### config.mk
export PLATFORM = sky130hd
export DESIGN_NAME = regfile_writeback_queue
export DESIGN_NICKNAME = d
export VERILOG_FILES = /design/src/rtl/regfile_writeback_queue_pkg.sv /design/src/rtl/regfile_writeback_queue_wb_fifo.sv /design/src/rtl/regfile_writeback_queue.sv
export SDC_FILE = /design/constraint.sdc
export NUM_CORES = 1
export LEC_CHECK = 0
export BUFFER_PORTS_ARGS = -buffer_cell sky130_fd_sc_hd__buf_2
export CORE_MARGIN = 2
export CORE_UTILIZATION = 60
export CTS_CLUSTER_SIZE = 25
export DETAILED_ROUTE_END_ITERATION = 7
export PLACE_DENSITY = 0.78
export SLEW_MARGIN = 20
export SYNTH_ARGS = -nofsm -noshare
export SYNTH_HDL_FRONTEND = slang
export SYNTH_HIERARCHICAL = 1
export SYNTH_SLANG_ARGS = --single-unit
### constraint.sdc
create_clock -name clk -period 12.78 [get_ports clk]
set_input_delay 3.195 -clock clk [delete_from_list [all_inputs] [get_ports clk]]
set_output_delay 3.195 -clock clk [all_outputs]
set_load 0.01 [all_outputs]
### src/rtl/regfile_writeback_queue_pkg.sv
// Shared constants and payload type for the register-file write path.
package regfile_writeback_queue_pkg;

    localparam int unsigned REG_ADDR_W = 4;
    localparam int unsigned DATA_W     = 32;
    localparam int unsigned DEPTH      = 4;
    localparam int unsigned PTR_W      = $clog2(DEPTH);
    localparam int unsigned CNT_W      = PTR_W + 1;

    typedef struct packed {
        logic [REG_ADDR_W-1:0] wreg;
        logic [DATA_W-1:0]     data;
    } wb_entry_t;

endpackage

### src/rtl/regfile_writeback_queue_wb_fifo.sv
// Circular result buffer: two ordered pushes and one pop per cycle,
// per-entry valid bits and a parallel register-index compare for hazard checks.
module regfile_writeback_queue_wb_fifo
    import regfile_writeback_queue_pkg::*;
(
    input  logic                  clk,
    input  logic                  rst_n,
    input  logic                  flush,
    input  logic                  push_a,
    input  wb_entry_t             entry_a,
    input  logic                  push_b,
    input  wb_entry_t             entry_b,
    input  logic                  pop,
    input  logic [REG_ADDR_W-1:0] rs1,
    input  logic [REG_ADDR_W-1:0] rs2,
    output wb_entry_t             head_c,
    output logic [CNT_W-1:0]      count,
    output logic [DEPTH-1:0]      rs1_match_c,
    output logic [DEPTH-1:0]      rs2_match_c
);

    wb_entry_t          mem_q [DEPTH];
    logic [DEPTH-1:0]   valid_q;
    logic [PTR_W-1:0]   wr_ptr_q;
    logic [PTR_W-1:0]   rd_ptr_q;
    logic [PTR_W-1:0]   wr_ptr_b;
    logic [1:0]         n_push;

    // A push from the second producer lands behind the first one, if any.
    assign wr_ptr_b = wr_ptr_q + PTR_W'(push_a);
    assign n_push   = 2'(push_a) + 2'(push_b);

    always_ff @(posedge clk or negedge rst_n) begin
        if (!rst_n) begin
            valid_q  <= '0;
            wr_ptr_q <= '0;
            rd_ptr_q <= '0;
            count    <= '0;
        end else if (flush) begin
            valid_q  <= '0;
            wr_ptr_q <= '0;
            rd_ptr_q <= '0;
            count    <= '0;
        end else begin
            if (push_a) valid_q[wr_ptr_q] <= 1'b1;
            if (push_b) valid_q[wr_ptr_b] <= 1'b1;
            if (pop)    valid_q[rd_ptr_q] <= 1'b0;
            wr_ptr_q <= wr_ptr_q + PTR_W'(n_push);
            rd_ptr_q <= rd_ptr_q + PTR_W'(pop);
            count    <= count + CNT_W'(n_push) - CNT_W'(pop);
        end
    end

    // Payload storage needs no reset; valid bits qualify every read.
    always_ff @(posedge clk) begin
        if (push_a) mem_q[wr_ptr_q] <= entry_a;
        if (push_b) mem_q[wr_ptr_b] <= entry_b;
    end

    always_comb begin
        head_c      = mem_q[rd_ptr_q];
        rs1_match_c = '0;
        rs2_match_c = '0;
        for (int i = 0; i < int'(DEPTH); i++) begin
            rs1_match_c[i] = valid_q[i] && (mem_q[i].wreg == rs1);
            rs2_match_c[i] = valid_q[i] && (mem_q[i].wreg == rs2);
        end
    end

endmodule

### src/rtl/regfile_writeback_queue.sv
// Write-back arbiter for the register file: accepts ALU and load results,
// queues them in order and issues one register write per cycle.
module regfile_writeback_queue
    import regfile_writeback_queue_pkg::*;
(
    input  logic                  clk,
    input  logic                  rst_n,
    input  logic                  alu_valid,
    input  logic [REG_ADDR_W-1:0] alu_reg,
    input  logic [DATA_W-1:0]     alu_data,
    output logic                  alu_ready,
    input  logic                  mem_valid,
    input  logic [REG_ADDR_W-1:0] mem_reg,
    input  logic [DATA_W-1:0]     mem_data,
    output logic                  mem_ready,
    input  logic                  flush,
    input  logic [REG_ADDR_W-1:0] rs1,
    input  logic [REG_ADDR_W-1:0] rs2,
    output logic                  rs1_pending,
    output logic                  rs2_pending,
    output logic                  wb_regwrite,
    output logic [REG_ADDR_W-1:0] wb_reg,
    output logic [DATA_W-1:0]     wb_data
);

    logic [CNT_W-1:0] count;
    logic [CNT_W-1:0] free_c;
    logic [DEPTH-1:0] rs1_match_c;
    logic [DEPTH-1:0] rs2_match_c;
    wb_entry_t        head_c;
    wb_entry_t        entry_a;
    wb_entry_t        entry_b;
    logic             push_a_c;
    logic             push_b_c;
    logic             pop_c;

    // ALU wins the last free slot; the load needs room left over after it.
    assign free_c    = CNT_W'(DEPTH) - count;
    assign alu_ready = !flush && (free_c >= CNT_W'(1));
    assign mem_ready = !flush && ((free_c >= CNT_W'(2)) ||
                                  ((free_c == CNT_W'(1)) && !alu_valid));

    // Writes to r0 complete the handshake but are dropped.
    assign push_a_c = alu_valid && alu_ready && (alu_reg != '0);
    assign push_b_c = mem_valid && mem_ready && (mem_reg != '0);
    assign pop_c    = (count != '0) && !flush;

    assign entry_a = '{wreg: alu_reg, data: alu_data};
    assign entry_b = '{wreg: mem_reg, data: mem_data};

    regfile_writeback_queue_wb_fifo u_fifo (
        .clk         (clk),
        .rst_n       (rst_n),
        .flush       (flush),
        .push_a      (push_a_c),
        .entry_a     (entry_a),
        .push_b      (push_b_c),
        .entry_b     (entry_b),
        .pop         (pop_c),
        .rs1         (rs1),
        .rs2         (rs2),
        .head_c      (head_c),
        .count       (count),
        .rs1_match_c (rs1_match_c),
        .rs2_match_c (rs2_match_c)
    );

    // Issue register; address/data hold when no write is issued.
    always_ff @(posedge clk or negedge rst_n) begin
        if (!rst_n) begin
            wb_regwrite <= 1'b0;
            wb_reg      <= '0;
            wb_data     <= '0;
        end else if (pop_c) begin
            wb_regwrite <= 1'b1;
            wb_reg      <= head_c.wreg;
            wb_data     <= head_c.data;
        end else begin
            wb_regwrite <= 1'b0;
        end
    end

    assign rs1_pending = (rs1 != '0) &&
                         ((|rs1_match_c) || (wb_regwrite && (wb_reg == rs1)));
    assign rs2_pending = (rs2 != '0) &&
                         ((|rs2_match_c) || (wb_regwrite && (wb_reg == rs2)));

endmodule

---- After elaboration in Yosys (flattened, before gate mapping) ----
Memories as Yosys holds them, arrays and structs flattened. A register that Yosys moved wholly into a read port is not among the register bits.
Cells that the tools add are included.
storage, ports and cells
  memories kept ........................... 1
  bits in latches ......................... 0
  bits in registers ....................... 12
  memory bits (read-only) ................. 0
  bits in writable memories ............... 144
  word-level logic and storage cells ...... 92
  input bits .............................. 85
  output and inout port bits .............. 41
memories
  memory        depth  width  read ports  clocked after Yosys merged registers in  wr ports  line                                   text
  u_fifo.mem_q  4      36     5           1                                        2         regfile_writeback_queue_wb_fifo.sv:22  wb_entry_t mem_q [DEPTH];
operators by class
  reduce and logical (&&, ||, !) cells .... 36
  shifts and indexed selects .............. 0
  mux-type cells .......................... 20
  $mul .................................... 0
  add/subtract/negate cells ............... 7
  magnitude comparators ................... 8
  eq/ne operators ......................... 11
  bitwise logic cells ..................... 4
  div/mod/pow operators ................... 0
operators by type and width
  kind                   count
  $eq A4 B4 Y1           10
  $mux W4                6
  $logic_and A1 B1 Y1    23
  $reduce_bool A4 Y1     4
  $lt A2 B3 Y1 const B   3
  $mux W1                8
  $or A4 B4 Y4           2
  $reduce_or A4 Y1       2
  $demux W1 S2           3
  $ge A2 B1 Y1 const B   3
  $add A2 B1 Y2          2
  $and A4 B4 Y4          1
  $mux W2                2
  $not A4 Y4             1
  $add A3 B2 Y3          1
  $eq A3 B1 Y1 const B   1
  $ge A3 B1 Y1 const B   1
  $ge A3 B2 Y1 const B   1
  $logic_not A1 Y1       3
  $logic_or A1 B1 Y1     3
  $mux W3                1
  $reduce_bool A3 Y1     1
  $sub A3 B1 Y3          1
  $sub A3 B3 Y3 const A  1
  other kinds (2)        2

---- Longest topological paths before layout ----
Gate-level depths: netlist of run 1.
  depth after elaboration ................. 16
  depth in mapped cells ................... 15
  mapped depth without buffers ............ 15

---- Hierarchy ----
The synthesis of run 1 kept the hierarchy.
modules (own cells, without submodules)
  module                           sequential area each (µm²)  times used  area an instance (µm²)  cells an instance
  regfile_writeback_queue_wb_fifo  4,599.4                     1           8,136.6                 465
  regfile_writeback_queue          925.9                       1           1,629.1                 111

---- Worst setup path before layout of run 1 ----
Ideal clock, no wire load.
  path kind ............................... input-to-output
  from .................................... input port rs1[1]
  to ...................................... output port rs1_pending
  data required time ...................... 9.585 ns
  data arrival time ....................... 4.045 ns
  cell stages on the path ................. 6
  setup slack ............................. 5.540 ns
  buffers on the path ..................... 1
  path through ............................ clkbuf_1 xnor2_1 nand2_1 nor4_1 o41ai_1 o21ai_1
on the way
  word-level cells in the longest chain between the ends .. 5
  elaborated cells on any way between the ends .. 14
  classes of those cells .................. eq/ne (5); reduce/logical (9)
RTL lines
  element              line                                   text
  from (decl)          regfile_writeback_queue.sv:17          input logic [REG_ADDR_W-1:0] rs1,
  $eq A4 B4 Y1         regfile_writeback_queue_wb_fifo.sv:65  rs1_match_c[i] = valid_q[i] && (mem_q[i].wreg == rs1);
  $logic_and A1 B1 Y1  regfile_writeback_queue_wb_fifo.sv:65
  via rs1_match_c[1]   regfile_writeback_queue.sv:28          logic [DEPTH-1:0] rs1_match_c;
  $reduce_or A4 Y1     regfile_writeback_queue.sv:84          ((|rs1_match_c) || (wb_regwrite && (wb_reg == rs1)));
  $logic_or A1 B1 Y1   regfile_writeback_queue.sv:84
  $logic_and A1 B1 Y1  regfile_writeback_queue.sv:83          assign rs1_pending = (rs1 != '0) &&
  to (decl)            regfile_writeback_queue.sv:19          output logic rs1_pending,
The timed path passes the listed nets, and every way through them passes these cells.

---- Final worst setup path of run 1 ----
  from .................................... input port rs1[0]
  to ...................................... output port rs1_pending
on the way
  word-level cells in the longest chain between the ends .. 5
  elaborated cells on any way between the ends .. 14
  classes of those cells .................. eq/ne (5); reduce/logical (9)
RTL lines
  element                  line
  $eq A4 B4 Y1             regfile_writeback_queue_wb_fifo.sv:65
  $logic_and A1 B1 Y1      regfile_writeback_queue_wb_fifo.sv:65
  $reduce_or A4 Y1         regfile_writeback_queue.sv:84
  $logic_or A1 B1 Y1       regfile_writeback_queue.sv:84
  $logic_and A1 B1 Y1 (*)  regfile_writeback_queue.sv:83
Every way passes the cells marked *; elsewhere a longest branch is shown, timed or not.

==> flow_summary_export.csv, run 1 <==
group,metric,value,unit
run_status,run_status,"completed",
timing,final-max-slew-violation-count,0,
synthesis,post_synth.cell_area_avg,17.0,um^2
synthesis,synth.cell_area,0.00977,mm^2
setup_path,critical_path.max_fanout,6,
floorplan,fp-row-count,46,
drt,initialDrtViolationCount,308,
grt,grt.total_usage,24.8,%
cts,ctsHoldBuffers,0,
timing,fmax,0.134,GHz
cells_and_area,filler_cell_count,1087,
power_and_ir_drop,power_leakage,4.12,nW
setup_path,crit_slowest_cell,"or4_1",
timing,timing_worst_slew_pin_value,1.09,ns
timing,setup_violations,0,
floorplan,die_w,132,um
cells_and_area,number_of_flip_flops_in_the_largest_register,144,
grt,grt_overflow,0,
power_and_ir_drop,p_int,1.54,mW
cts,cts.root.buffer_cell,"clkbuf_16",
cts,cts-buffers-inserted,17,
floorplan,start_util,61.5,%
cells_and_area,syn2layout_area_growth,13.8,%
synthesis,asyncSetResetFlopFracSynth,25.0,%
cts,tritoncts,"yes",
placed_design,io_buffers,125,
floorplan,die_height,132,um
drt,wirelength,20400,um
cts,clock-sinks,192,
power_and_ir_drop,pwr_cell_area,196,mW/mm^2
timing,timing.setup.tns,0,ns
grt,via_count_of_the_first_global_routing_pass,5939,
synthesis,register_bit_count_reported_by_yosys,192,
timing,rsz0062_at_grt,"false",
placed_design,place_congestion,0.870,
cells_and_area,largestRegisters,"u_fifo/mem_q x144, wb_data x32",
power_and_ir_drop,switching_power,643,uW
synthesis,syn-num-nets,673,
setup_path,timing.critical_path.cells,"buf_2 -> or4_1 -> o41ai_1 -> o21ai_1 -> buf_2",
cells_and_area,antenna_diode_count,0,
grt,antenna_found_initial,0,
power_and_ir_drop,switching_share,29.5,%
drt,vias,5413,
floorplan,io-pin-count,126,
cts,clkTransAtPathRegs,0.06,ns
setup_path,critical_path.top_delay_family,"simple AND/OR/NAND/NOR gates",
drt,detailedRoute.firstPassIterationCount,6,
power_and_ir_drop,combinational_cell_fraction_of_total_power,30.9,%
floorplan,floorplan.die_area,0.0173,mm^2
drt,drcViolationCount,0,
synthesis,netlist-cell-type-count,41,
worst_hold_path,worstHoldPathType,"reg2reg",
cells_and_area,finish.net_count,792,
timing,final_critical_path_required_period,7.47,ns
cts,postCtsSetupRepairBufs,0,
synthesis,post_synth_top_flop,"edfxtp_1",
power_and_ir_drop,share_clk_of_total_power,25.4,%
power_and_ir_drop,vdd_drop_max,115,uV
synthesis,synth-warning-count,6,
cells_and_area,ratio_of_cells_with_drive_above_1_in_the_final_layout,54.7,%
drt,final_antenna_net_count,0,
setup_path,critPathRequiredTime,9.59,ns
placed_design,place.detailed.hpwl,12000,um
grt,grt_pass1_wl,32500,um
timing,hold_viol_final,0,
setup_path,critical_path.n_buffers_inverters,2,
synthesis,synthesis.instances,576,
power_and_ir_drop,seq_power_share,43.7,%
cells_and_area,max_flop_register,"u_fifo/mem_q",
grt,grt_start_max_net_pins,49,
synthesis,synth_edf_count,144,
floorplan,fp.coreArea,0.0159,mm^2
synthesis,synth-seq-area-share,56.6,%
timing,final_skew,0.00765,ns
setup_path,critical_path_class,"in2out",
cts,htree_num_levels,4,
setup_path,critical_path.startpoint_type,"primary input",
setup_path,capturing_element_type_of_the_critical_path,"output port",
power_and_ir_drop,totalPowerFinal,2.18,mW
setup_path,arrival,4.27,ns
timing,worst_slew_margin_rel,27.6,%
drt,vias_per_instance,5.86,
cts,cts-root-to-sink-buffers,2,
cts,number_of_instances_resized_during_post_cts_repair,0,
run,cap_violations,0,
drt,wire_per_inst,22.1,um
setup_path,cp_slowest_stage_delay,0.57,ns
timing,final.period_utilization,58.4,%
setup_path,crit_path_frequent_cell,"buf_2",
cts,clock_insertion_delay_worst_skew,0.43,ns
-- synth_stat cells (2+ instances only) --
cell,n,area (um^2)
buf_4,2,15.0
inv_1,10,37.5
nand2_1,11,41.3
o41ai_1,3,26.3
mux2_1,3,33.8
dfrtp_1,48,1200
o31a_1,2,17.5
nor2b_1,4,25.0
o21ai_1,2,10.0
edfxtp_1,144,4320
nor3b_1,2,15.0
nor3_1,3,15.0
nor4_1,6,37.5
nor2_1,7,26.3
xor2_1,22,193
nand3_1,6,30.0
a31oi_1,2,12.5
and3_4,2,22.5
mux2_4,36,541
or4_1,3,22.5
and3_1,2,12.5
buf_6,13,146
mux2_2,141,1590
ha_1,11,138
xnor2_1,25,219
buf_2,8,40.0
nand2b_1,2,12.5
clkbuf_1,6,22.5
or2_2,2,12.5
mux4_2,36,811
buf_8,2,30.0
-- final cells by class --
cell class                 instances  area [um^2]  share of cell area [%]
clock buffer                      17          425                    3.83
inverter                          10         37.5                   0.338
sequential                       192         5530                    49.7
multi-input combinational        342         3970                    35.7
timing repair buffer             132          691                    6.21
tap                              216          270                    2.43
clock inverter                    15          191                    1.72
-- final timing paths --
check                                 from                 end  slack (ns)  depth (start not counted)
setup / recovery                    rs1[0]         rs1_pending        5.31                          5
min in group asynchronous            rst_n          wb_data[0]        2.90                          2
setup reg to reg           u_fifo/count[0]  u_fifo/mem_q[3][2]        8.72                          9
hold reg to reg                wb_data[11]         wb_data[11]        0.50                          1
max in group asynchronous            rst_n  u_fifo/rd_ptr_q[0]        9.33                          2
hold / removal                 wb_data[11]         wb_data[11]        0.50                          1
-- stage by stage --
stage	worst slack, ns	hold WS, ns	utilization (%)	instance area [um^2]	instances
floorplan	5.54	0.497	-	9770	576
global route	5.25	0.522	70.0	11100	924
finish	5.31	0.501	70.0	11100	924
detailed placement	5.32	0.487	65.9	10500	891
global placement	5.36	0.468	65.9	10500	891
CTS	5.32	0.505	69.8	11100	923
-- worst register-to-register path, stage by stage (launching register included) --
cell,delay [ns]
dfrtp_1,0.41
inv_1,0.09
ha_1,0.21
ha_1,0.27
nor4b_1,0.16
nor3_1,0.54
ha_1,0.32
xor2_1,0.24
and3_4,0.75
or2_4,0.70
-- power by group through the flow --
stage,sequential [mW],combinational (mW),clock [mW]
floorplan,0.958,0.474,0
global placement,0.958,0.653,0
detailed placement,0.967,0.672,0
CTS,0.956,0.676,0.565
global route,0.970,0.728,0.590
finish,0.953,0.672,0.554
-- metal layers --
layer	up-vias	GRT usage (%)	share of wire [%]
li1	2473	-	-
met1	2752	30.6	41
met2	153	43.5	52
met3	35	5.63	5.3
met4	0	7.85	2.0
met5	-	0	0
-- placed cells by master, fill, tap and decap left out, drive strengths merged, types with 2 or more instances in the layout --
cell	synthesis	layout
a31oi	2	2
and3	4	4
buf	26	132
bufinv	0	4
clkbuf	6	17
clkinv	0	6
clkinvlp	0	3
dfrtp	48	48
edfxtp	144	144
ha	11	11
inv	10	12
mux2	180	180
mux4	36	36
nand2	11	11
nand2b	2	2
nand3	6	6
nor2	8	8
nor2b	4	4
nor3	3	3
nor3b	2	2
nor4	6	6
o21ai	3	3
o31a	2	2
o41ai	3	3
or2	2	2
or4	3	3
xnor2	25	25
xor2	22	22
-- kinds of logic (layout without fill, tap and decap cells) --
family / count (synthesis) / count (layout) / synth area share, %
AND/OR/NAND/NOR: 53 / 53 / 3.07
adder cells (fa/ha/maj): 12 / 12 / 1.61
AO/OA/AOI/OAI: 14 / 14 / 1.05
XOR/XNOR: 47 / 47 / 4.22
buffers and inverters: 42 / 174 / 3.02
flip-flops: 192 / 192 / 56.6
multiplexers: 216 / 216 / 30.4
Note: power is estimated with default switching activity, not from simulation.
==> run 2: changes to the inputs <==
- CORE_UTILIZATION: 60 -> 53
- PLACE_DENSITY: 0.78 -> 0.73
- clock period: 12.78 -> 6.6 ns (I/O delays scaled with it)
==> flow_summary_export.csv, run 2 (synthesis results as in run 1) <==
group,metric,value,unit
cts,postCtsSetupRepairBufs,0,
setup_path,arrival,2.79,ns
power_and_ir_drop,share_clk_of_total_power,22.5,%
setup_path,critical_path.startpoint_type,"primary input",
setup_path,critical_path.top_delay_family,"compound AO/OA/AOI/OAI gates",
cells_and_area,finish.net_count,795,
grt,grt_pass1_wl,33400,um
cells_and_area,postLayoutCellArea,0.0110,mm^2
power_and_ir_drop,seq_power_share,45.5,%
timing,final_critical_path_required_period,4.44,ns
cells_and_area,ratio_of_cells_with_drive_above_1_in_the_final_layout,53.6,%
timing,timing.setup.tns,0,ns
grt,grt_use_met1,29.3,%
placed_design,place_congestion,0.886,
timing,hold_viol_final,0,
timing,final.period_utilization,67.2,%
grt,antenna_found_initial,0,
setup_path,capturing_element_type_of_the_critical_path,"output port",
placed_design,place.detailed.hpwl,13300,um
cts,cts-buffers-inserted,17,
cells_and_area,layout.cells.most_common_list,"edfxtp_1, mux2_2, buf_2",
cts,cts.root.buffer_cell,"clkbuf_16",
cells_and_area,max_flop_register,"u_fifo/mem_q",
cts,cts-root-to-sink-buffers,2,
floorplan,die_height,140,um
power_and_ir_drop,pwr_cell_area,369,mW/mm^2
timing,timing_worst_slew_pin_value,1.09,ns
run_status,run_status,"completed",
cts,clock_insertion_delay_worst_skew,0.42,ns
cells_and_area,antenna_diode_count,0,
grt,grt.total_usage,22.5,%
floorplan,start_util,54.2,%
grt,grt_overflow,0,
cells_and_area,filler_cell_count,1408,
placed_design,detailedPlace.worstSlack,2.01,ns
power_and_ir_drop,vdd_drop_max,243,uV
grt,global_route.peak_usage_layer,"met2",
cells_and_area,final_common_cell,"edfxtp_1",
cells_and_area,syn2layout_area_growth,13.0,%
power_and_ir_drop,p_int,2.85,mW
setup_path,timing.critical_path.cells,"buf_2 -> xor2_1 -> nor4_1 -> o41ai_1 -> o21ai_1 -> buf_2",
setup_path,crit_slowest_cell,"o41ai_1",
placed_design,placed_cell_area,0.0105,mm^2
run,cap_violations,0,
setup_path,critical_path.n_buffers_inverters,2,
worst_hold_path,worstHoldPathType,"reg2reg",
grt,via_count_of_the_first_global_routing_pass,6013,
cts,number_of_instances_resized_during_post_cts_repair,0,
floorplan,fp.coreArea,0.0180,mm^2
timing,fmax,0.225,GHz
worst_hold_path,hold_path_startpoint,"wb_data[15]",
cells_and_area,number_of_flip_flops_in_the_largest_register,144,
cts,htree_num_levels,4,
drt,detailedRoute.firstPassIterationCount,4,
setup_path,critical_path_class,"in2out",
timing,fin_worst_hold_slack,0.497,ns
setup_path,crit_path_frequent_cell,"buf_2",
timing,worst_slew_margin_rel,27.1,%
setup_path,critical_path.max_fanout,6,
timing,rsz0062_at_grt,"false",
power_and_ir_drop,switching_share,30.0,%
drt,wirelength,21100,um
setup_path,cp_slowest_stage_delay,0.40,ns
drt,final_antenna_net_count,0,
grt,globalRouteMet3Util,4.37,%
floorplan,floorplan.die_area,0.0195,mm^2
setup_path,crit_path_start,"rs1[3]",
drt,initialDrtViolationCount,356,
timing,setup_violations,0,
setup_path,critPathRequiredTime,4.95,ns
cts,ctsHoldBuffers,0,
grt,grt_start_max_net_pins,49,
power_and_ir_drop,combinational_cell_fraction_of_total_power,32.0,%
power_and_ir_drop,totalPowerFinal,4.08,mW
timing,final-max-slew-violation-count,0,
timing,final_skew,0.00556,ns
cts,clock-sinks,192,
grt,global_route_met2_utilization,38.6,%
cells_and_area,largestRegisters,"u_fifo/mem_q x144, wb_data x32",
drt,vias_per_instance,5.93,
power_and_ir_drop,switching_power,1.22,mW
cts,tritoncts,"yes",
drt,vias,5578,
timing,finalWorstSetupSlack,2.16,ns
floorplan,die_w,140,um
drt,wire_per_inst,22.4,um
floorplan,io-pin-count,126,
cts,clkTransAtPathRegs,0.06,ns
placed_design,io_buffers,125,
floorplan,fp-row-count,49,
setup_path,worst_r2r_startpoint,"u_fifo/count[0]",
power_and_ir_drop,power_leakage,4.09,nW
drt,drcViolationCount,0,
[run 2: cell types whose count changed in the layout (fill, tap and decap cells not counted), sizes merged]
cell,before,now
clkinvlp,3,1
buf,132,135
clkbuf,17,22
bufinv,4,1
inv,12,10
clkinv,6,8
[run 2: path summary, 6_finish.rpt]
kind | to | slack (ns) | cells past startpoint
setup reg to reg | u_fifo/mem_q[3][8] | 2.68 | 10
hold / removal | wb_data[15] | 0.50 | 1
min in group asynchronous | wb_data[5] | 1.35 | 2
max in group asynchronous | u_fifo/rd_ptr_q[1] | 4.75 | 2
hold reg to reg | wb_data[15] | 0.50 | 1
setup / recovery | rs1_pending | 2.16 | 6
[run 2: layout make-up]
cell class	instances	area [um^2]	area share, %
multi-input cells	342	3970	36.0
clock buffers	22	444	4.02
clock inverters	10	70.1	0.635
inverters	10	37.5	0.340
well taps	229	287	2.60
repair buffers	135	701	6.35
flip-flops and latches	192	5530	50.1
[run 2: per-layer routing]
layer  routed length (um)  vias to the layer above  part of all wire, %
li1                     -                     2472                    -
met1                 9010                     2906                   43
met2                10800                      173                   51
met3                  955                       27                  4.5
met4                  346                        0                  1.6
met5                    0                        -                    0
[run 2: per-stage QoR]
stage          utilization (%)  cells
6_report                  61.2    940
4_1_cts                   61.2    940
3_5_place_dp              58.3    908
3_3_place_gp              58.3    908
5_1_grt                   61.2    940
2_1_floorplan                -    576
[run 2: power by group through the flow]
| stage | registers (mW) | logic [mW] | clock network (mW) |
|---|---|---|---|
| final | 1.85 | 1.30 | 0.919 |
| after global routing | 1.89 | 1.41 | 0.987 |
| after CTS | 1.86 | 1.32 | 0.939 |
| after detailed placement | 1.88 | 1.31 | 0 |
| after global placement | 1.87 | 1.29 | 0 |
| after floorplan | 1.86 | 0.917 | 0 |
